**config.mk**
```make
export PLATFORM = sky130hd
export DESIGN_NAME = cnn_layer_seq_flat
export DESIGN_NICKNAME = d
export VERILOG_FILES = /design/src/rtl/cnn_pkg.sv /design/src/rtl/cnn_layer_seq_if.sv /design/src/rtl/cnn_wdog.sv /design/src/rtl/cnn_layer_seq.sv /design/src/flat_wrapper.sv
export SDC_FILE = /design/constraint.sdc
export NUM_CORES = 1
export LEC_CHECK = 0
export CORE_ASPECT_RATIO = 0.8
export CORE_UTILIZATION = 30
export CTS_CLUSTER_SIZE = 14
export DETAILED_ROUTE_END_ITERATION = 12
export PLACE_DENSITY_LB_ADDON = 0.2
export SYNTH_ARGS = -nofsm -noshare
export SYNTH_HDL_FRONTEND = slang
export SYNTH_HIERARCHICAL = 1
export SYNTH_SLANG_ARGS = --single-unit
```
**constraint.sdc**
```tcl
create_clock -name clk -period 2.76 [get_ports clk]
set_input_delay 0.552 -clock clk [delete_from_list [all_inputs] [get_ports clk]]
set_output_delay 0.552 -clock clk [all_outputs]
set_load 0.01 [all_outputs]
```
**src/rtl/cnn_pkg.sv**
```systemverilog
// Shared types and per-layer configuration tables for the CNN layer sequencer.
package cnn_pkg;

    localparam int unsigned N_LAYER_DEF = 5;
    localparam int unsigned N_MEM_DEF   = 12;

    typedef enum logic [1:0] {
        CONV = 2'd0,
        POOL = 2'd1,
        FC   = 2'd2
    } layer_type_e;

    typedef enum logic [2:0] {
        IDLE  = 3'd0,
        LOAD  = 3'd1,
        ARM   = 3'd2,
        RUN   = 3'd3,
        DRAIN = 3'd4,
        DONE  = 3'd5,
        ERR   = 3'd6
    } state_e;

    typedef struct packed {
        layer_type_e            ltype;
        logic [1:0]             msel;
        logic [N_MEM_DEF-1:0]   mask;
    } layer_cfg_t;

    // conv1, pool1, conv2, pool2, fc
    localparam layer_type_e LAYER_TYPE [N_LAYER_DEF] = '{CONV, POOL, CONV, POOL, FC};
    localparam logic [1:0]  LAYER_MSEL [N_LAYER_DEF] = '{2'd0, 2'd0, 2'd1, 2'd0, 2'd0};
    localparam logic [N_MEM_DEF-1:0] LAYER_MASK [N_LAYER_DEF] = '{
        12'h007,    // conv1: image, weights, feature-out
        12'h018,    // pool1: feature-in, pool-out
        12'h0E0,    // conv2: feature-in, weights, feature-out
        12'h300,    // pool2: feature-in, pool-out
        12'hC00     // fc: vector-in, weights
    };

    // Table lookup; an index beyond the table yields a CONV layer with an empty mask.
    function automatic layer_cfg_t layer_cfg(input logic [7:0] idx);
        layer_cfg_t cfg;
        cfg = '{ltype: CONV, msel: 2'd0, mask: '0};
        for (int unsigned i = 0; i < N_LAYER_DEF; i++) begin
            if (idx == 8'(i)) begin
                cfg.ltype = LAYER_TYPE[i];
                cfg.msel  = LAYER_MSEL[i];
                cfg.mask  = LAYER_MASK[i];
            end
        end
        return cfg;
    endfunction

endpackage

```
**src/rtl/cnn_layer_seq_if.sv**
```systemverilog
// Host/datapath bus of the CNN layer sequencer.
interface cnn_layer_seq_if
    import cnn_pkg::*;
#(
    parameter int unsigned NUM_MEMS = N_MEM_DEF
);
    logic                   start;
    logic                   abort;
    logic                   img_load_done;
    logic [NUM_MEMS-1:0]    mem_done;
    logic                   img_load;
    logic [NUM_MEMS-1:0]    mem_reset;
    logic                   MAC_enable;
    logic                   rMAC;
    logic                   pooling_layer;
    logic [1:0]             MAC_layer;
    logic [7:0]             layer_idx;
    logic [7:0]             return_ctrl;
    logic                   busy;
    logic                   done;
    logic                   error;

    modport master (
        output start, abort, img_load_done, mem_done,
        input  img_load, mem_reset, MAC_enable, rMAC, pooling_layer,
               MAC_layer, layer_idx, return_ctrl, busy, done, error
    );

    modport slave (
        input  start, abort, img_load_done, mem_done,
        output img_load, mem_reset, MAC_enable, rMAC, pooling_layer,
               MAC_layer, layer_idx, return_ctrl, busy, done, error
    );
endinterface

```
**src/rtl/cnn_wdog.sv**
```systemverilog
// Clearable saturating watchdog counter; terminal flag marks the cycle whose increment reaches all-ones.
module cnn_wdog #(
    parameter int unsigned WDOG_W = 20
) (
    input  logic clk,
    input  logic reset_n,
    input  logic i_clr,
    input  logic i_inc,
    output logic o_term_c
);
    localparam logic [WDOG_W-1:0] MAX = '1;

    logic [WDOG_W-1:0] r_count;

    // Count with saturation; clear wins over increment.
    always_ff @(posedge clk or negedge reset_n) begin
        if (!reset_n) begin
            r_count <= '0;
        end else if (i_clr) begin
            r_count <= '0;
        end else if (i_inc && (r_count != MAX)) begin
            r_count <= r_count + WDOG_W'(1);
        end
    end

    assign o_term_c = i_inc && (r_count >= (MAX - WDOG_W'(1)));

endmodule

```
**src/rtl/cnn_layer_seq.sv**
```systemverilog
// Sequences image load and the compute layers of a small CNN, driving memory-port resets and MAC controls.
module cnn_layer_seq
    import cnn_pkg::*;
#(
    parameter int unsigned NUM_LAYERS = N_LAYER_DEF,
    parameter int unsigned NUM_MEMS   = N_MEM_DEF,
    parameter int unsigned WDOG_W     = 20
) (
    input logic             clk,
    input logic             reset_n,
    cnn_layer_seq_if.slave  bus
);
    state_e                 r_state, w_state_nxt;
    logic [7:0]             r_layer_idx, w_layer_idx_nxt;
    logic [7:0]             r_return_ctrl, w_return_ctrl_nxt;
    layer_cfg_t             w_cur_cfg, w_nxt_cfg;
    logic [NUM_MEMS-1:0]    w_cur_mask, w_nxt_mask;
    logic                   w_layer_done;
    logic                   w_wdog_clr, w_wdog_inc, w_wdog_term;

    logic                   r_img_load, w_img_load_nxt;
    logic [NUM_MEMS-1:0]    r_mem_reset, w_mem_reset_nxt;
    logic                   r_mac_enable, w_mac_enable_nxt;
    logic                   r_rmac, w_rmac_nxt;
    logic                   r_pooling, w_pooling_nxt;
    logic [1:0]             r_mac_layer, w_mac_layer_nxt;
    logic                   r_busy, w_busy_nxt;
    logic                   r_done, w_done_nxt;
    logic                   r_error, w_error_nxt;

    assign w_cur_cfg    = layer_cfg(r_layer_idx);
    assign w_nxt_cfg    = layer_cfg(w_layer_idx_nxt);
    assign w_cur_mask   = NUM_MEMS'(w_cur_cfg.mask);
    assign w_nxt_mask   = NUM_MEMS'(w_nxt_cfg.mask);
    assign w_layer_done = ((bus.mem_done & w_cur_mask) == w_cur_mask);

    assign w_wdog_inc = (r_state == LOAD) || (r_state == RUN);
    assign w_wdog_clr = ((w_state_nxt == LOAD) && (r_state != LOAD)) || (w_state_nxt == ARM);

    cnn_wdog #(
        .WDOG_W (WDOG_W)
    ) u_wdog (
        .clk      (clk),
        .reset_n  (reset_n),
        .i_clr    (w_wdog_clr),
        .i_inc    (w_wdog_inc),
        .o_term_c (w_wdog_term)
    );

    // Next state, layer index and progress code; abort overrides everything.
    always_comb begin
        w_state_nxt       = r_state;
        w_layer_idx_nxt   = r_layer_idx;
        w_return_ctrl_nxt = r_return_ctrl;
        if (bus.abort) begin
            w_state_nxt     = IDLE;
            w_layer_idx_nxt = 8'd0;
        end else begin
            case (r_state)
                IDLE, DONE, ERR: begin
                    if (bus.start) begin
                        w_state_nxt       = LOAD;
                        w_layer_idx_nxt   = 8'd0;
                        w_return_ctrl_nxt = 8'd0;
                    end
                end
                LOAD: begin
                    if (bus.img_load_done) begin
                        w_state_nxt       = ARM;
                        w_layer_idx_nxt   = 8'd0;
                        w_return_ctrl_nxt = 8'd1;
                    end else if (w_wdog_term) begin
                        w_state_nxt = ERR;
                    end
                end
                ARM: begin
                    w_state_nxt = RUN;
                end
                RUN: begin
                    if (w_layer_done) begin
                        w_state_nxt       = DRAIN;
                        w_return_ctrl_nxt = r_layer_idx + 8'd2;
                    end else if (w_wdog_term) begin
                        w_state_nxt     = ERR;
                        w_layer_idx_nxt = 8'd0;
                    end
                end
                DRAIN: begin
                    if (r_layer_idx == 8'(NUM_LAYERS - 1)) begin
                        w_state_nxt     = DONE;
                        w_layer_idx_nxt = 8'd0;
                    end else begin
                        w_state_nxt     = ARM;
                        w_layer_idx_nxt = r_layer_idx + 8'd1;
                    end
                end
                default: begin
                    w_state_nxt     = IDLE;
                    w_layer_idx_nxt = 8'd0;
                end
            endcase
        end
    end

    // Output decode of the upcoming state so the registered outputs line up with it.
    always_comb begin
        w_img_load_nxt   = 1'b0;
        w_mem_reset_nxt  = '1;
        w_mac_enable_nxt = 1'b0;
        w_rmac_nxt       = 1'b1;
        w_pooling_nxt    = 1'b0;
        w_mac_layer_nxt  = 2'd0;
        w_busy_nxt       = 1'b0;
        w_done_nxt       = 1'b0;
        w_error_nxt      = 1'b0;
        case (w_state_nxt)
            LOAD: begin
                w_img_load_nxt = 1'b1;
                w_busy_nxt     = 1'b1;
            end
            ARM, RUN: begin
                w_busy_nxt      = 1'b1;
                w_mem_reset_nxt = ~w_nxt_mask;
                w_rmac_nxt      = 1'b0;
                case (w_nxt_cfg.ltype)
                    CONV: begin
                        w_mac_enable_nxt = 1'b1;
                        w_mac_layer_nxt  = w_nxt_cfg.msel;
                    end
                    POOL: begin
                        w_pooling_nxt = 1'b1;
                        w_rmac_nxt    = (w_state_nxt == RUN);
                    end
                    FC: begin
                        w_mac_enable_nxt = 1'b1;
                        w_mac_layer_nxt  = 2'b10;
                    end
                    default: begin
                        w_mac_enable_nxt = 1'b0;
                    end
                endcase
            end
            DRAIN:   w_busy_nxt  = 1'b1;
            DONE:    w_done_nxt  = 1'b1;
            ERR:     w_error_nxt = 1'b1;
            default: w_busy_nxt  = 1'b0;
        endcase
    end

    // State, index and progress-code registers.
    always_ff @(posedge clk or negedge reset_n) begin
        if (!reset_n) begin
            r_state       <= IDLE;
            r_layer_idx   <= 8'd0;
            r_return_ctrl <= 8'd0;
        end else begin
            r_state       <= w_state_nxt;
            r_layer_idx   <= w_layer_idx_nxt;
            r_return_ctrl <= w_return_ctrl_nxt;
        end
    end

    // Registered datapath controls and status flags.
    always_ff @(posedge clk or negedge reset_n) begin
        if (!reset_n) begin
            r_img_load   <= 1'b0;
            r_mem_reset  <= '1;
            r_mac_enable <= 1'b0;
            r_rmac       <= 1'b1;
            r_pooling    <= 1'b0;
            r_mac_layer  <= 2'd0;
            r_busy       <= 1'b0;
            r_done       <= 1'b0;
            r_error      <= 1'b0;
        end else begin
            r_img_load   <= w_img_load_nxt;
            r_mem_reset  <= w_mem_reset_nxt;
            r_mac_enable <= w_mac_enable_nxt;
            r_rmac       <= w_rmac_nxt;
            r_pooling    <= w_pooling_nxt;
            r_mac_layer  <= w_mac_layer_nxt;
            r_busy       <= w_busy_nxt;
            r_done       <= w_done_nxt;
            r_error      <= w_error_nxt;
        end
    end

    assign bus.img_load      = r_img_load;
    assign bus.mem_reset     = r_mem_reset;
    assign bus.MAC_enable    = r_mac_enable;
    assign bus.rMAC          = r_rmac;
    assign bus.pooling_layer = r_pooling;
    assign bus.MAC_layer     = r_mac_layer;
    assign bus.layer_idx     = r_layer_idx;
    assign bus.return_ctrl   = r_return_ctrl;
    assign bus.busy          = r_busy;
    assign bus.done          = r_done;
    assign bus.error         = r_error;

endmodule
```
**src/flat_wrapper.sv**
```systemverilog
// flat-port wrapper written by rule: the top's interface ports become plain ports
module cnn_layer_seq_flat import cnn_pkg::*;
#(
    parameter int unsigned NUM_LAYERS = N_LAYER_DEF,
    parameter int unsigned NUM_MEMS   = N_MEM_DEF,
    parameter int unsigned WDOG_W     = 20
)
  (clk, reset_n, bus_start, bus_abort, bus_img_load_done, bus_mem_done, bus_img_load, bus_mem_reset, bus_MAC_enable, bus_rMAC, bus_pooling_layer, bus_MAC_layer, bus_layer_idx, bus_return_ctrl, bus_busy, bus_done, bus_error);
  cnn_layer_seq_if #(.NUM_MEMS(NUM_MEMS)) bus_i ();
  input logic clk;
  input logic reset_n;
  input wire logic [$bits(bus_i.start)-1:0] bus_start;
  input wire logic [$bits(bus_i.abort)-1:0] bus_abort;
  input wire logic [$bits(bus_i.img_load_done)-1:0] bus_img_load_done;
  input wire logic [$bits(bus_i.mem_done)-1:0] bus_mem_done;
  output wire logic [$bits(bus_i.img_load)-1:0] bus_img_load;
  output wire logic [$bits(bus_i.mem_reset)-1:0] bus_mem_reset;
  output wire logic [$bits(bus_i.MAC_enable)-1:0] bus_MAC_enable;
  output wire logic [$bits(bus_i.rMAC)-1:0] bus_rMAC;
  output wire logic [$bits(bus_i.pooling_layer)-1:0] bus_pooling_layer;
  output wire logic [$bits(bus_i.MAC_layer)-1:0] bus_MAC_layer;
  output wire logic [$bits(bus_i.layer_idx)-1:0] bus_layer_idx;
  output wire logic [$bits(bus_i.return_ctrl)-1:0] bus_return_ctrl;
  output wire logic [$bits(bus_i.busy)-1:0] bus_busy;
  output wire logic [$bits(bus_i.done)-1:0] bus_done;
  output wire logic [$bits(bus_i.error)-1:0] bus_error;
  assign bus_i.start = bus_start;
  assign bus_i.abort = bus_abort;
  assign bus_i.img_load_done = bus_img_load_done;
  assign bus_i.mem_done = bus_mem_done;
  assign bus_img_load = bus_i.img_load;
  assign bus_mem_reset = bus_i.mem_reset;
  assign bus_MAC_enable = bus_i.MAC_enable;
  assign bus_rMAC = bus_i.rMAC;
  assign bus_pooling_layer = bus_i.pooling_layer;
  assign bus_MAC_layer = bus_i.MAC_layer;
  assign bus_layer_idx = bus_i.layer_idx;
  assign bus_return_ctrl = bus_i.return_ctrl;
  assign bus_busy = bus_i.busy;
  assign bus_done = bus_i.done;
  assign bus_error = bus_i.error;
  cnn_layer_seq #(.NUM_LAYERS(NUM_LAYERS), .NUM_MEMS(NUM_MEMS), .WDOG_W(WDOG_W)) u_core (.clk(clk), .reset_n(reset_n), .bus(bus_i));
endmodule
```
Yosys cells after proc, flatten, opt, wreduce, memory -nomap -nowiden

Cells that the tools add are included.

Add/sub/neg operators: 3
Magnitude comparators: 1
Equality and inequality tests: 28
Muxes and demuxes: 43
Bitwise logic cells: 3
Reductions and logical operators: 16

Operator list:

| cell                    | number |
|---|---|
| $mux W8                 | 9 |
| $mux W12                | 4 |
| $mux W15                | 3 |
| $mux W20                | 2 |
| $pmux W8 S5             | 1 |
| $eq A8 B2 Y1 const B    | 4 |
| $mux W3                 | 8 |
| $pmux W8 S3             | 1 |
| $add A20 B1 Y20 const B | 1 |
| $ge A20 B20 Y1 const B  | 1 |
| $ne A20 B20 Y1 const B  | 1 |
| $eq A3 B3 Y1 const B    | 6 |
| $eq A8 B1 Y1 const B    | 2 |
| $eq A8 B3 Y1 const B    | 2 |
| $logic_not A8 Y1        | 2 |
| $mux W16                | 1 |
| $pmux W3 S5             | 1 |
| $and A12 B12 Y12        | 1 |
| $eq A12 B12 Y1          | 1 |
| $eq A3 B2 Y1 const B    | 4 |
| $not A12 Y12            | 1 |
| $mux W1                 | 10 |
| $add A8 B1 Y8 const B   | 1 |
| $add A8 B2 Y8 const B   | 1 |
| 20 further kinds        | 26 |

Bits in registers: 60
Bits of input ports: 17
Output and inout port bits: 37
Logic and storage cells: 107

Depth between registers and ports, before layout

Gate-level depths: netlist of the first run.

Depth after elaboration: 21
Mapped depth: 16
Depth with buffers taken out: 13

By module

The synthesis of the first run kept the hierarchy.

Modules (own cells, without submodules):

| module        | times used | cells each | area an instance (um^2) | seq. area each (um^2) |
|---|---|---|---|---|
| cnn_layer_seq | 1          | 232        | 2060.7                  | 833.3 |
| cnn_wdog      | 1          | 143        | 1272.5                  | 500.5 |

Least setup slack after synthesis of the first run

OpenSTA, ideal clock, no wires.

Kind: flip-flop to flip-flop
Start: register u_core.r_layer_idx[1] (netlist: u_core/bus.layer_idx[1])
End: register u_core.u_wdog.r_count[17]
Setup time: 0.128 ns
Data arrival time: 2.924 ns
Data required time: 2.632 ns
Path slack: -0.292 ns
Cell stages (with the launch flop): 13
Buffers on the path: 1
Clock period less this slack: 3.052 ns
Cells stage by stage: dfrtp_1 -> inv_1 -> ha_1 -> nor2b_1 -> a2111oi_2 -> or3_1 -> a31oi_1 -> a22o_1 -> nand2b_1 -> a21oi_1 -> clkbuf_1 -> nor2_1 -> mux2_1

Longest elaborated chain between the ends: 15
Elaborated cells between the ends (all ways): 22
Those cells by class: eq/ne (7); mux (10); bitwise (1); reduce/logical (4)

RTL lines:

| item                                           | RTL line             | source |
|---|---|---|
| from (decl)                                    | cnn_layer_seq.sv:14  | `logic [7:0] r_layer_idx, w_layer_idx_nxt;` |
| from (signal assigned)                         | cnn_layer_seq.sv:158 | `r_layer_idx <= w_layer_idx_nxt;` |
| $logic_not A8 Y1                               | cnn_pkg.sv:45        | `if (idx == 8'(i)) begin` |
| $mux W3                                        | cnn_pkg.sv:45        |  |
| $mux W5                                        | cnn_pkg.sv:45        |  |
| $mux W12 (3 in series)                         | cnn_pkg.sv:45        |  |
| $and A12 B12 Y12                               | cnn_layer_seq.sv:35  | `assign w_layer_done = ((bus.mem_done & w_cur_mask) == w_cur_mask);` |
| $eq A12 B12 Y1                                 | cnn_layer_seq.sv:35  |  |
| $mux W3                                        | cnn_layer_seq.sv:80  | `if (w_layer_done) begin` |
| $pmux W3 S5 *                                  | cnn_layer_seq.sv:59  | `case (r_state)` |
| $mux W3 *                                      | cnn_layer_seq.sv:55  | `if (bus.abort) begin` |
| $eq A3 B1 Y1                                   | cnn_layer_seq.sv:38  | `assign w_wdog_clr = ((w_state_nxt == LOAD) && (r_state != LOAD)) \|\| (w_state_nxt == ARM);` |
| $logic_and A1 B1 Y1                            | cnn_layer_seq.sv:38  |  |
| $logic_or A1 B1 Y1 *                           | cnn_layer_seq.sv:38  |  |
| via u_core.w_wdog_clr                          | cnn_layer_seq.sv:19  | `logic w_wdog_clr, w_wdog_inc, w_wdog_term;` |
| $mux W20 or $reduce_bool A2 Y1 (tied branches) | -                    |  |
| to (signal assigned)                           | cnn_wdog.sv:22       | `r_count <= r_count + WDOG_W'(1);` |
| to (decl)                                      | cnn_wdog.sv:13       | `logic [WDOG_W-1:0] r_count;` |

The timed path passes the listed nets; every way through them passes the cells marked *.
A chain may end at the register's enable or synchronous reset.

Final worst setup path of the first run

Start: input port bus_mem_done[9]
End: register u_core.u_wdog.r_count[5]

Longest elaborated chain between the ends: 9
Elaborated cells between the ends (all ways): 11
Those cells by class: eq/ne (3); mux (4); bitwise (1); reduce/logical (3)

RTL lines:

| item                                           | RTL line            | source |
|---|---|---|
| from (decl)                                    | flat_wrapper.sv:15  | `input wire logic [$bits(bus_i.mem_done)-1:0] bus_mem_done;` |
| $and A12 B12 Y12 *                             | cnn_layer_seq.sv:35 |  |
| $eq A12 B12 Y1 *                               | cnn_layer_seq.sv:35 |  |
| $mux W3 *                                      | cnn_layer_seq.sv:80 |  |
| $pmux W3 S5 *                                  | cnn_layer_seq.sv:59 |  |
| $mux W3 *                                      | cnn_layer_seq.sv:55 |  |
| $eq A3 B1 Y1                                   | cnn_layer_seq.sv:38 |  |
| $logic_and A1 B1 Y1                            | cnn_layer_seq.sv:38 |  |
| $logic_or A1 B1 Y1 *                           | cnn_layer_seq.sv:38 |  |
| via u_core.w_wdog_clr                          | cnn_layer_seq.sv:19 |  |
| $mux W20 or $reduce_bool A2 Y1 (tied branches) | -                   |  |

Marks and branches as above.

==> reports/qor.txt, run 1 <==
Outcome = finished, violations left
Violated checks = negative setup slack
Yosys top cell by area = dfrtp_1
Worst EP required = 2.95 ns
Commonest non-fill, non-tap cells in the layout = 74 x buf_4, 51 x clkdlybuf4s50_1, 45 x dfrtp_1, 37 x nor2_1, 27 x nand2_1
RSZ-0062 raised after global routing = true
Root Buffer = clkbuf_16
Drt initial violations = 184
Io pins = 54
Leak = 2.10 nW
Max IR drop VDD = 0.349 mV
Core ar. = 0.0108 sq mm
Drt total wl = 9560 um
Crit-path max FO = 7
Gpl congestion = 0.873
Post-CTS Hold Buffers = 0
First-pass GRT wire length = 15200 um
Fin. Hold Viols = 0
Top cells by area, synth = dfrtp_1 35%, dfstp_2 4.7%, mux2_2 4.4%
CTS tree = done
Die area = 0.0115 sq mm
Die W = 120 um
CTS Buf Count = 5
Hold Crit Class = in2async
DP HPWL = 6820 um
Worst slew pin tran = 0.820 ns
Largest net degree at the start of global routing = 30
Setup-failing EPs final = 6
Total power draw = 2.04 mW
Initial core utilization = 0.307
Vias = 3247
Sink Count = 53
Register area share after synthesis = 0.400
Average routed wire per standard cell = 15.0 um
Post-Syn Instances = 375
Routed vias/inst = 5.10
Synthesized area per cell = 8.89 sq um
Type of origin of the critical path = input pin
Fin crit share = 1.03
Final setup skew = 0.00436 ns
Main flop type after synthesis = dfrtp_1
Setup WS pre-CTS = -0.300 ns
Layout Area Growth over Synthesis = 49.3%
Worst setup margin = -0.0785 ns
Core Rows = 34
Hold WS = 0.270 ns
WP data arrival = 3.03 ns
R2R depth = 13
Commonest non-fill, non-tap cell in the layout = buf_4
Max Cap Viol = 0
Yosys cell types = 66
Yosys top cell area share = 0.353
Critical path class = in2reg
Global-route congestion overflow total = 0
Reg clk slew, reported paths = 0.07 ns
Post-synth design cell area = 0.00333 sq mm
Max Slew Vio Count = 0
Number of synthesized flops with an enable pin = 0
Port Buffers = 53
Slew HR = 0.439
Initial antenna violation count = 0
Highest Clock Rate = 352 MHz
DP Cell Count = 619
Tmin final = 2.84 ns
Post-route insts no fill = 637
Synth async-reset ratio = 1.00
Syn Nets = 399
CTS HTree Levels = 2
DR pass1 iterations = 4
Layout cells sized above 1 = 0.318
Power per cell area = 411 mW/mm^2
Remaining DRCs = 0
DIE HEIGHT = 96.3 um
Number of global-route vias before repair = 3003
Clock tree buffer depth = 2
Antenna Violating Nets Remaining = 0
Seq cells post-synth = 53
CP Capture Type = register
Final nets = 516
Gr usage total = 0.170
Clock latency on the worst-skew pair = 0.30 ns
Ant. Diodes = 0
Syn. warnings = 6
[synth_stat cells, types with 5 or more instances]
cell,n
nor2b_1,12
ha_1,7
nand2_1,27
a21oi_1,20
inv_1,20
buf_2,9
o21ai_0,12
dfrtp_1,47
nand4_1,12
clkbuf_1,6
nor2_1,38
nand3_1,27
and4_1,5
or4_1,5
nor3_1,9
and3_1,7
a31oi_1,12
dfstp_2,6
buf_4,8
a211oi_1,6
mux2_2,13
[repair_timing]
action	CTS	global route
pin swaps	0	16
setup endpoints to repair	2	22
setup buffers	0	9
resized for setup	2	45
cloned	0	1
[sequential cells by signal, summed over array words and instances, names as in the netlist]
signal and flops:
u_core/bus.img_load 1, u_core/bus.MAC_enable 1, u_core/bus.layer_idx 8, u_core/bus.rMAC 1, u_core/bus.busy 1, u_core/r_state 3
u_core/bus.MAC_layer 2, u_core/bus.return_ctrl 8, u_core/bus.done 1, u_core/bus.error 1, u_core/bus.pooling_layer 1, u_core/u_wdog/r_count 20
u_core/bus.mem_reset 5
[per-layer routing]
layer | routed length [um] | track usage | part of all wire
met2 | 4170 | 0.254 | 0.44
met4 | 114 | 0.0531 | 0.012
met1 | 4860 | 0.246 | 0.51
met5 | 0 | 0 | 0
met3 | 418 | 0.0308 | 0.044
[stage by stage]
| step | setup TNS (ns) | area [sq um] | utilization |
|---|---|---|---|
| final | -0.369 | 4980 | 0.459 |
| after global routing | -2.12 | 4980 | 0.459 |
| after CTS | 0 | 4680 | 0.431 |
| after detailed placement | -5.44 | 4500 | 0.414 |
| after global placement | -4.91 | 4500 | 0.414 |
| after floorplan | -0.00410 | 3390 | - |
[worst max-delay path: stages]
cell and delay (ns):
clkdlybuf4s50_1 0.40, a31oi_1 0.19, o21ai_2 0.10, or3_4 0.43, a31oi_4 0.14, a22o_1 0.20, o211ai_1 0.16, a21oi_4 0.26
clkbuf_16 0.18, buf_8 0.11, nor2_1 0.05, mux2_4 0.25
[final timing paths]
path / startpoint / endpoint / slack [ns]
hold / removal: reset_n / u_core/bus.return_ctrl[6]$_DFFE_PN0P_ / 0.27
hold reg to reg: u_core/bus.return_ctrl[0]$_DFFE_PN0P_ / u_core/bus.return_ctrl[0]$_DFFE_PN0P_ / 0.51
setup reg to reg: u_core/bus.layer_idx[0]$_DFF_PN0_ / u_core/u_wdog/r_count[5]$_DFFE_PN0P_ / -0.06
setup / recovery: bus_mem_done[9] / u_core/u_wdog/r_count[5]$_DFFE_PN0P_ / -0.08
max in group asynchronous: reset_n / u_core/u_wdog/r_count[1]$_DFFE_PN0P_ / 1.82
min in group clk: u_core/bus.return_ctrl[0]$_DFFE_PN0P_ / u_core/bus.return_ctrl[0]$_DFFE_PN0P_ / 0.51
[layout make-up]
class | instances | area, sq um
fillers | 1036 | 5870
multi-input cells | 276 | 2010
flip-flops and latches | 53 | 1340
repair buffers | 134 | 1190
well taps | 144 | 180
clock buffers | 6 | 139
inverters | 22 | 85.1
clock inverters | 2 | 37.5
[where the power goes]
group	internal [mW]	total (mW)	switching, mW
clock network	0.453	0.747	0.294
logic	0.225	0.448	0.223
registers	0.815	0.849	0.0335
total	1.49	2.04	0.550
[kinds of logic after synthesis]
group | Yosys count | share of synthesized area
AND/OR/NAND/NOR | 163 | 0.261
AO/OA/AOI/OAI | 86 | 0.184
flip-flops | 53 | 0.400
buffers and inverters | 46 | 0.0664
multiplexers | 14 | 0.0473
adder cells (fa/ha/maj) | 7 | 0.0263
XOR/XNOR | 6 | 0.0158
Power figures use the tool's default switching activity.
==> run 2, diff against run 1 <==
--- a/config.mk
+++ b/config.mk
@@ -7,6 +7,7 @@
 export LEC_CHECK = 0
 export CORE_ASPECT_RATIO = 0.8
 export CORE_UTILIZATION = 30
+export CTS_BUF_LIST = sky130_fd_sc_hd__clkbuf_8
 export CTS_CLUSTER_SIZE = 14
 export DETAILED_ROUTE_END_ITERATION = 12
 export PLACE_DENSITY_LB_ADDON = 0.2
==> run 2 against run 1 <==
Compared with the run above: the flow still finishes with violations (negative setup slack); design area shrank 2.9%; combinational power shrank 3%; wire length shrank 3.3%; critical path depth is the same; sequential power is essentially flat; critical endpoint unchanged.
==> reports/qor.txt, run 2 (synthesis results as in run 1) <==
First-pass GRT wire length = 15100 um (-0.59%)
Setup-failing EPs final = 6 (unchanged)
Clock tree buffer depth = 2 (unchanged)
Initial antenna violation count = 0 (unchanged)
Fin. Hold Viols = 0 (unchanged)
Die W = 120 um (unchanged)
Critical path origin = bus_mem_done[8]
Crit path depth = 12 (unchanged)
Crit-path leading delay family = compound AO/OA/AOI/OAI gates
Worst path cell trace = clkdlybuf4s50_1, a31oi_1, o21ai_2, or3_4, a31oi_4, a22o_1, o211ai_1, a21oi_4, clkbuf_16, buf_8, nor2_1, mux2_4
Tmin final = 2.82 ns (-0.0150 ns)
Sink Count = 53 (unchanged)
Reg2Reg Capture Point = u_core/u_wdog/r_count[5]$_DFFE_PN0P_
Fin crit share = 1.02 (-0.00545)
Number of global-route vias before repair = 2996 (-0.23%)
Violated checks = negative setup slack
Met1 global-route usage = 0.248 (+0.00146)
Outcome = finished, violations left
R2R depth = 13 (unchanged)
Final setup skew = 0.00973 ns (+0.00536 ns)
Gr busiest metal = met2
Max reg flops = 20 (unchanged)
Initial core utilization = 0.307 (unchanged)
Slew HR = 0.529 (+0.0900)
Power per cell area = 383 mW/mm^2 (-6.7%)
Max Cap Viol = 0 (unchanged)
RR Startpoint = u_core/bus.layer_idx[0]$_DFF_PN0_
Worst setup margin = -0.0634 ns (+0.0150 ns)
Critical path class = in2reg
Type of origin of the critical path = input pin
Max IR drop VDD = 0.298 mV (-15%)
Layout Area Growth over Synthesis = 45.0%
Global-route congestion overflow total = 0 (unchanged)
Met3 GRT Util = 0.0302 (-0.000592)
Die area = 0.0115 sq mm (unchanged)
Clock latency on the worst-skew pair = 0.32 ns (+0.02 ns)
Critical Path Sink = u_core/u_wdog/r_count[5]$_DFFE_PN0P_
Average routed wire per standard cell = 14.6 um (-2.7%)
CTS tree = done
CTS Buf Count = 5 (unchanged)
Remaining DRCs = 0 (unchanged)
DR pass1 iterations = 5 (+1)
Commonest non-fill, non-tap cells in the layout = 71 x buf_4, 52 x clkdlybuf4s50_1, 45 x dfrtp_1, 36 x nor2_1, 27 x nand2_1
RSZ-0062 raised after global routing = true
DP HPWL = 6820 um (unchanged)
CTS HTree Levels = 2 (unchanged)
Largest net degree at the start of global routing = 30 (unchanged)
Root Buffer = clkbuf_8
Gpl congestion = 0.873 (unchanged)
Port Buffers = 53 (unchanged)
Hold WS = 0.242 ns (-0.0280 ns)
Worst EP required = 2.98 ns (+0.03 ns)
Max Slew Vio Count = 0 (unchanged)
Final nets = 512 (-0.78%)
Fill count = 1046 (+0.97%)
Buf+Inv Stages, Crit Path = 3 (unchanged)
Met2 GRT Util = 0.250 (-0.00385)
WP data arrival = 3.04 ns (about the same)
CP Capture Type = register
Vias = 3254 (+0.22%)
Drt initial violations = 191 (+3.8%)
Reg clk slew, reported paths = 0.10 ns (+0.03 ns)
Worst path slowest cell = or3_4
Core Rows = 34 (unchanged)
Antenna Violating Nets Remaining = 0 (unchanged)
Core ar. = 0.0108 sq mm (unchanged)
CP max stage delay = 0.43 ns (about the same)
Reg2Reg Setup Slack = -0.06 ns (about the same)
Post-CTS Hold Buffers = 0 (unchanged)
Layout cells sized above 1 = 0.301 (-0.0178)
Drt total wl = 9240 um (-3.3%)
Routed vias/inst = 5.14 (+0.85%)
Crit-path max FO = 7 (unchanged)
Final core utilization = 0.446 (-0.0131)
Highest Clock Rate = 354 MHz (+0.53%)
Ant. Diodes = 0 (unchanged)
Leak = 2.03 nW (-3.2%)
Reg with most FFs = u_core/u_wdog/r_count
DIE HEIGHT = 96.3 um (unchanged)
Gr usage total = 0.167 (-0.00247)
Worst slew pin tran = 0.705 ns (-0.115 ns)
Hold Crit Class = in2async
Io pins = 54 (unchanged)
Commonest non-fill, non-tap cell in the layout = buf_4
[run 2: stage by stage]
step | std cells | power [mW] | TNS [ns] | cell area [sq um] | setup WS (ns)
after floorplan | 375 | 1.05 | -0.00410 | 3390 | -0.00410
after global placement | 619 | 1.23 | -4.91 | 4500 | -0.289
after detailed placement | 619 | 1.24 | -5.44 | 4500 | -0.300
after CTS | 627 | 1.82 | 0 | 4620 | 0.0256
after global routing | 633 | 1.96 | -1.56 | 4830 | -0.158
final | 633 | 1.85 | -0.291 | 4830 | -0.0634
[run 2: per-layer routing]
layer,vias to the layer above,part of all wire
met5,-,0
met4,0,0.0092
met3,9,0.046
met2,88,0.43
met1,1570,0.51
li1,1587,-
[run 2: layout make-up]
type	count	area (sq um)	area share
clock buffer	6	82.6	0.0171
clock inverter	2	37.5	0.00776
inverter	22	85.1	0.0176
multi-input combinational	276	1960	0.405
sequential	53	1340	0.276
tap	144	180	0.0373
timing repair buffer	130	1160	0.239
[run 2: worst min path at each step]
stage	cells after the start	to	startpoint	slack, ns
2_1_floorplan	0	u_core/bus.MAC_enable$_DFF_PN0_	reset_n	0.26
3_3_place_gp	1	u_core/bus.return_ctrl[0]$_DFFE_PN0P_	u_core/bus.return_ctrl[0]$_DFFE_PN0P_	0.50
3_5_place_dp	1	u_core/bus.return_ctrl[0]$_DFFE_PN0P_	u_core/bus.return_ctrl[0]$_DFFE_PN0P_	0.49
4_1_cts	1	u_core/bus.return_ctrl[6]$_DFFE_PN0P_	reset_n	0.26
5_1_grt	1	u_core/bus.return_ctrl[6]$_DFFE_PN0P_	reset_n	0.28
6_report	1	u_core/bus.return_ctrl[6]$_DFFE_PN0P_	reset_n	0.24
[run 2: where the power goes]
part / internal, mW / switching (mW)
combinational: 0.220 / 0.215
clock: 0.295 / 0.275
sequential: 0.815 / 0.0316
[run 2: what timing repair did]
item	4_1_cts	5_1_grt
gates resized for setup	2	35
pin swaps	0	7
endpoints found under the setup margin	2	22
hold endpoints to repair	0	0
cloned	0	1
buffers inserted	0	5
==> run 3, diff against run 2 <==
--- a/config.mk
+++ b/config.mk
@@ -13,5 +13,4 @@
 export PLACE_DENSITY_LB_ADDON = 0.2
 export SYNTH_ARGS = -nofsm -noshare
 export SYNTH_HDL_FRONTEND = slang
-export SYNTH_HIERARCHICAL = 1
 export SYNTH_SLANG_ARGS = --single-unit
==> run 3 against run 2 <==
Compared with the run above: clock skew up 0.0027 ns; wire length down 4.4%; largest power group unchanged; highest routed layer unchanged; first-iteration DRC count down 16%; critical path type is now reg2reg; fmax up 7.7%; the flow now finishes without violations.
==> reports/qor.txt, run 3 <==
Outcome = finished clean
Fin. Hold Viols = 0 (unchanged)
Io pins = 54 (unchanged)
CTS HTree Levels = 2 (unchanged)
Gr usage total = 0.166 (-0.00150)
Register area share after synthesis = 0.406 (+0.00579)
Max IR drop VDD = 0.254 mV (-15%)
Root Buffer = clkbuf_8
Hold Crit Class = in2async
Syn Nets = 385 (-3.5%)
Largest net degree at the start of global routing = 32 (+6.7%)
Ant. Diodes = 0 (unchanged)
First-pass GRT wire length = 14600 um (-3.7%)
Number of global-route vias before repair = 2820 (-5.9%)
Core ar. = 0.0104 sq mm (-3.7%)
WP data arrival = 2.85 ns (-0.19 ns)
Cell Area, Placed = 0.00422 sq mm (-6.2%)
Count leader, synth = nor2_1
Port Buffers = 53 (unchanged)
RSZ-0062 raised after global routing = false
Vias = 2883 (-11%)
Antenna Violating Nets Remaining = 0 (unchanged)
Post-CTS Hold Buffers = 0 (unchanged)
Initial core utilization = 0.315 (+0.00726)
Die area = 0.0114 sq mm (-1.4%)
Max Slew Vio Count = 0 (unchanged)
Max reg flops = 20 (unchanged)
Final nets = 476 (-7.0%)
Yosys cell types = 67 (+1.5%)
Highest Clock Rate = 382 MHz (+7.7%)
DP HPWL = 6760 um (-0.82%)
Seq cells post-synth = 53 (unchanged)
Drt total wl = 8830 um (-4.4%)
Remaining DRCs = 0 (unchanged)
CTS Buf Count = 5 (unchanged)
Synth cell count leaders = 51 x nor2_1, 47 x dfrtp_1, 30 x nand2_1
Synthesized area per cell = 9.10 sq um (+2.4%)
Final setup skew = 0.0124 ns (+0.00267 ns)
Global-route congestion overflow total = 0 (unchanged)
Number of synthesized flops with an enable pin = 0 (unchanged)
Top cells by area, synth = dfrtp_1 36%, xnor2_1 5.9%, nor2_1 5.8%
Commonest non-fill, non-tap cells in the layout = 52 x clkdlybuf4s50_1, 52 x buf_4, 50 x nor2_1, 45 x dfrtp_1, 29 x nand2_1
Setup WS pre-CTS = -0.385 ns (-0.0846 ns)
Total power draw = 1.78 mW (-4.0%)
Drt initial violations = 161 (-16%)
Syn. warnings = 0 (-6)
Leak = 1.86 nW (-8.5%)
Average routed wire per standard cell = 14.9 um (+2.0%)
Register Area = 0.00134 sq mm (unchanged)
Clock latency on the worst-skew pair = 0.32 ns (about the same)
Post-synth design cell area = 0.00329 sq mm (-1.4%)
Sink Count = 53 (unchanged)
Yosys top cell by area = dfrtp_1
Routed vias/inst = 4.86 (-5.4%)
Type of origin of the critical path = register
CTS tree = done
Fill count = 1049 (+0.29%)
Synth async-reset ratio = 1.00 (unchanged)
CP Capture Type = register
Crit-path max FO = 6 (-1)
Core Rows = 33 (-2.9%)
Die W = 119 um (-0.71%)
DIE HEIGHT = 95.6 um (-0.70%)
Worst setup margin = 0.139 ns (+0.203 ns)
Layout Area Growth over Synthesis = 34.0%
Post-Syn Instances = 361 (-3.7%)
Fin crit share = 0.950 (-0.0734)
Max Cap Viol = 0 (unchanged)
Setup-failing EPs final = 0 (-6)
Tmin final = 2.62 ns (-0.203 ns)
Main flop type after synthesis = dfrtp_1
Area of the multi-input gates = 0.00175 sq mm (-10%)
Reg with most FFs = u_core.u_wdog.r_count
Critical path class = reg2reg
Clock tree buffer depth = 2 (unchanged)
Reg clk slew, reported paths = 0.09 ns (about the same)
Final core utilization = 0.422 (-0.0241)
Gpl congestion = 0.869 (-0.38%)
Yosys top cell area share = 0.358 (+0.00511)
Worst slew pin tran = 0.644 ns (-0.0615 ns)
Initial antenna violation count = 0 (unchanged)
Final non-filler cell area = 0.00440 sq mm (-8.9%)
Power per cell area = 404 mW/mm^2 (+5.4%)
Slew HR = 0.560 (+0.0309)
Worst EP required = 2.99 ns (about the same)
Layout cells sized above 1 = 0.210 (-0.0909)
DR pass1 iterations = 4 (-1)
==> run 3: changes by cell type in the layout (fill, tap and decap cells not counted), sizes merged, moves of 4 or more <==
cell    previous run  this run
a211oi             6         1
buf               77        55
nand3             27        22
and3               7         2
nor2              39        53
a21oi             21         9
xnor2              3        22
or3                4         0
mux2              14         2
nor2b             12         5
a31oi             12         6
==> run 3: report_power, final <==
part	internal, mW	switching (mW)	leakage (nW)
registers	0.811	0.0433	0.709
logic	0.181	0.194	1.09
clock network	0.272	0.277	0.0585
==> run 3: metal layers <==
layer	wire [um]	up-vias	track usage
li1	-	1442	-
met1	4790	1348	0.254
met2	3510	84	0.233
met3	415	9	0.0275
met4	117	0	0.0496
met5	0	-	0
==> run 3: path summary, 6_finish.rpt <==
kind                                                  startpoint                               endpoint  slack (ns)  cells after the start
setup reg to reg               u_core.bus.layer_idx[3]$_DFF_PN0_   u_core.u_wdog.r_count[1]$_DFFE_PN0P_        0.14                      8
min in group clk           u_core.bus.return_ctrl[0]$_DFFE_PN0P_  u_core.bus.return_ctrl[0]$_DFFE_PN0P_        0.53                      1
setup / recovery               u_core.bus.layer_idx[3]$_DFF_PN0_   u_core.u_wdog.r_count[1]$_DFFE_PN0P_        0.14                      8
hold reg to reg            u_core.bus.return_ctrl[0]$_DFFE_PN0P_  u_core.bus.return_ctrl[0]$_DFFE_PN0P_        0.53                      1
hold / removal                                           reset_n          u_core.bus.img_load$_DFF_PN0_        0.22                      1
max in group asynchronous                                reset_n      u_core.bus.mem_reset[9]$_DFF_PN1_        1.91                      2
==> run 3: stage by stage <==
stage	hold slack [ns]	instances	TNS, ns
2_1_floorplan	0.256	361	0
3_3_place_gp	0.509	580	-10.90
3_5_place_dp	0.521	580	-11.94
4_1_cts	0.249	591	0
5_1_grt	0.273	593	0
6_report	0.224	593	0
==> run 3: cells by family after synthesis <==
| family | after synthesis | share of synthesized area |
|---|---|---|
| compound gates | 68 | 0.170 |
| xor+xnor | 27 | 0.0720 |
| fa+ha+maj | 7 | 0.0267 |
| buf+inv | 43 | 0.0704 |
| flops | 53 | 0.406 |
| mux | 2 | 0.00685 |
| simple gates | 161 | 0.248 |
==> run 3: worst max-delay path: stages (launching register included) <==
cell	delay [ns]
dfrtp_1	0.39
or4_4	0.59
o31a_1	0.37
a31oi_2	0.28
o221ai_2	0.19
o2111ai_1	0.30
a21boi_4	0.10
buf_4	0.17
a211oi_4	0.14
==> run 3: cell type report <==
class	instances	area share
clock buffers	5	0.0156
well taps	140	0.0398
repair buffers	107	0.217
flip-flops and latches	53	0.303
inverters	19	0.0162
clock inverters	3	0.00994
multi-input cells	266	0.398
==> run 3: timing repair <==
item                                    in CTS  in global routing
resized for setup                            2                  5
pin swaps                                    2                  3
endpoints found under the hold margin        0                  0
endpoints found under the setup margin      22                 35
gates cloned                                 1                  0
setup buffers                                2                  2
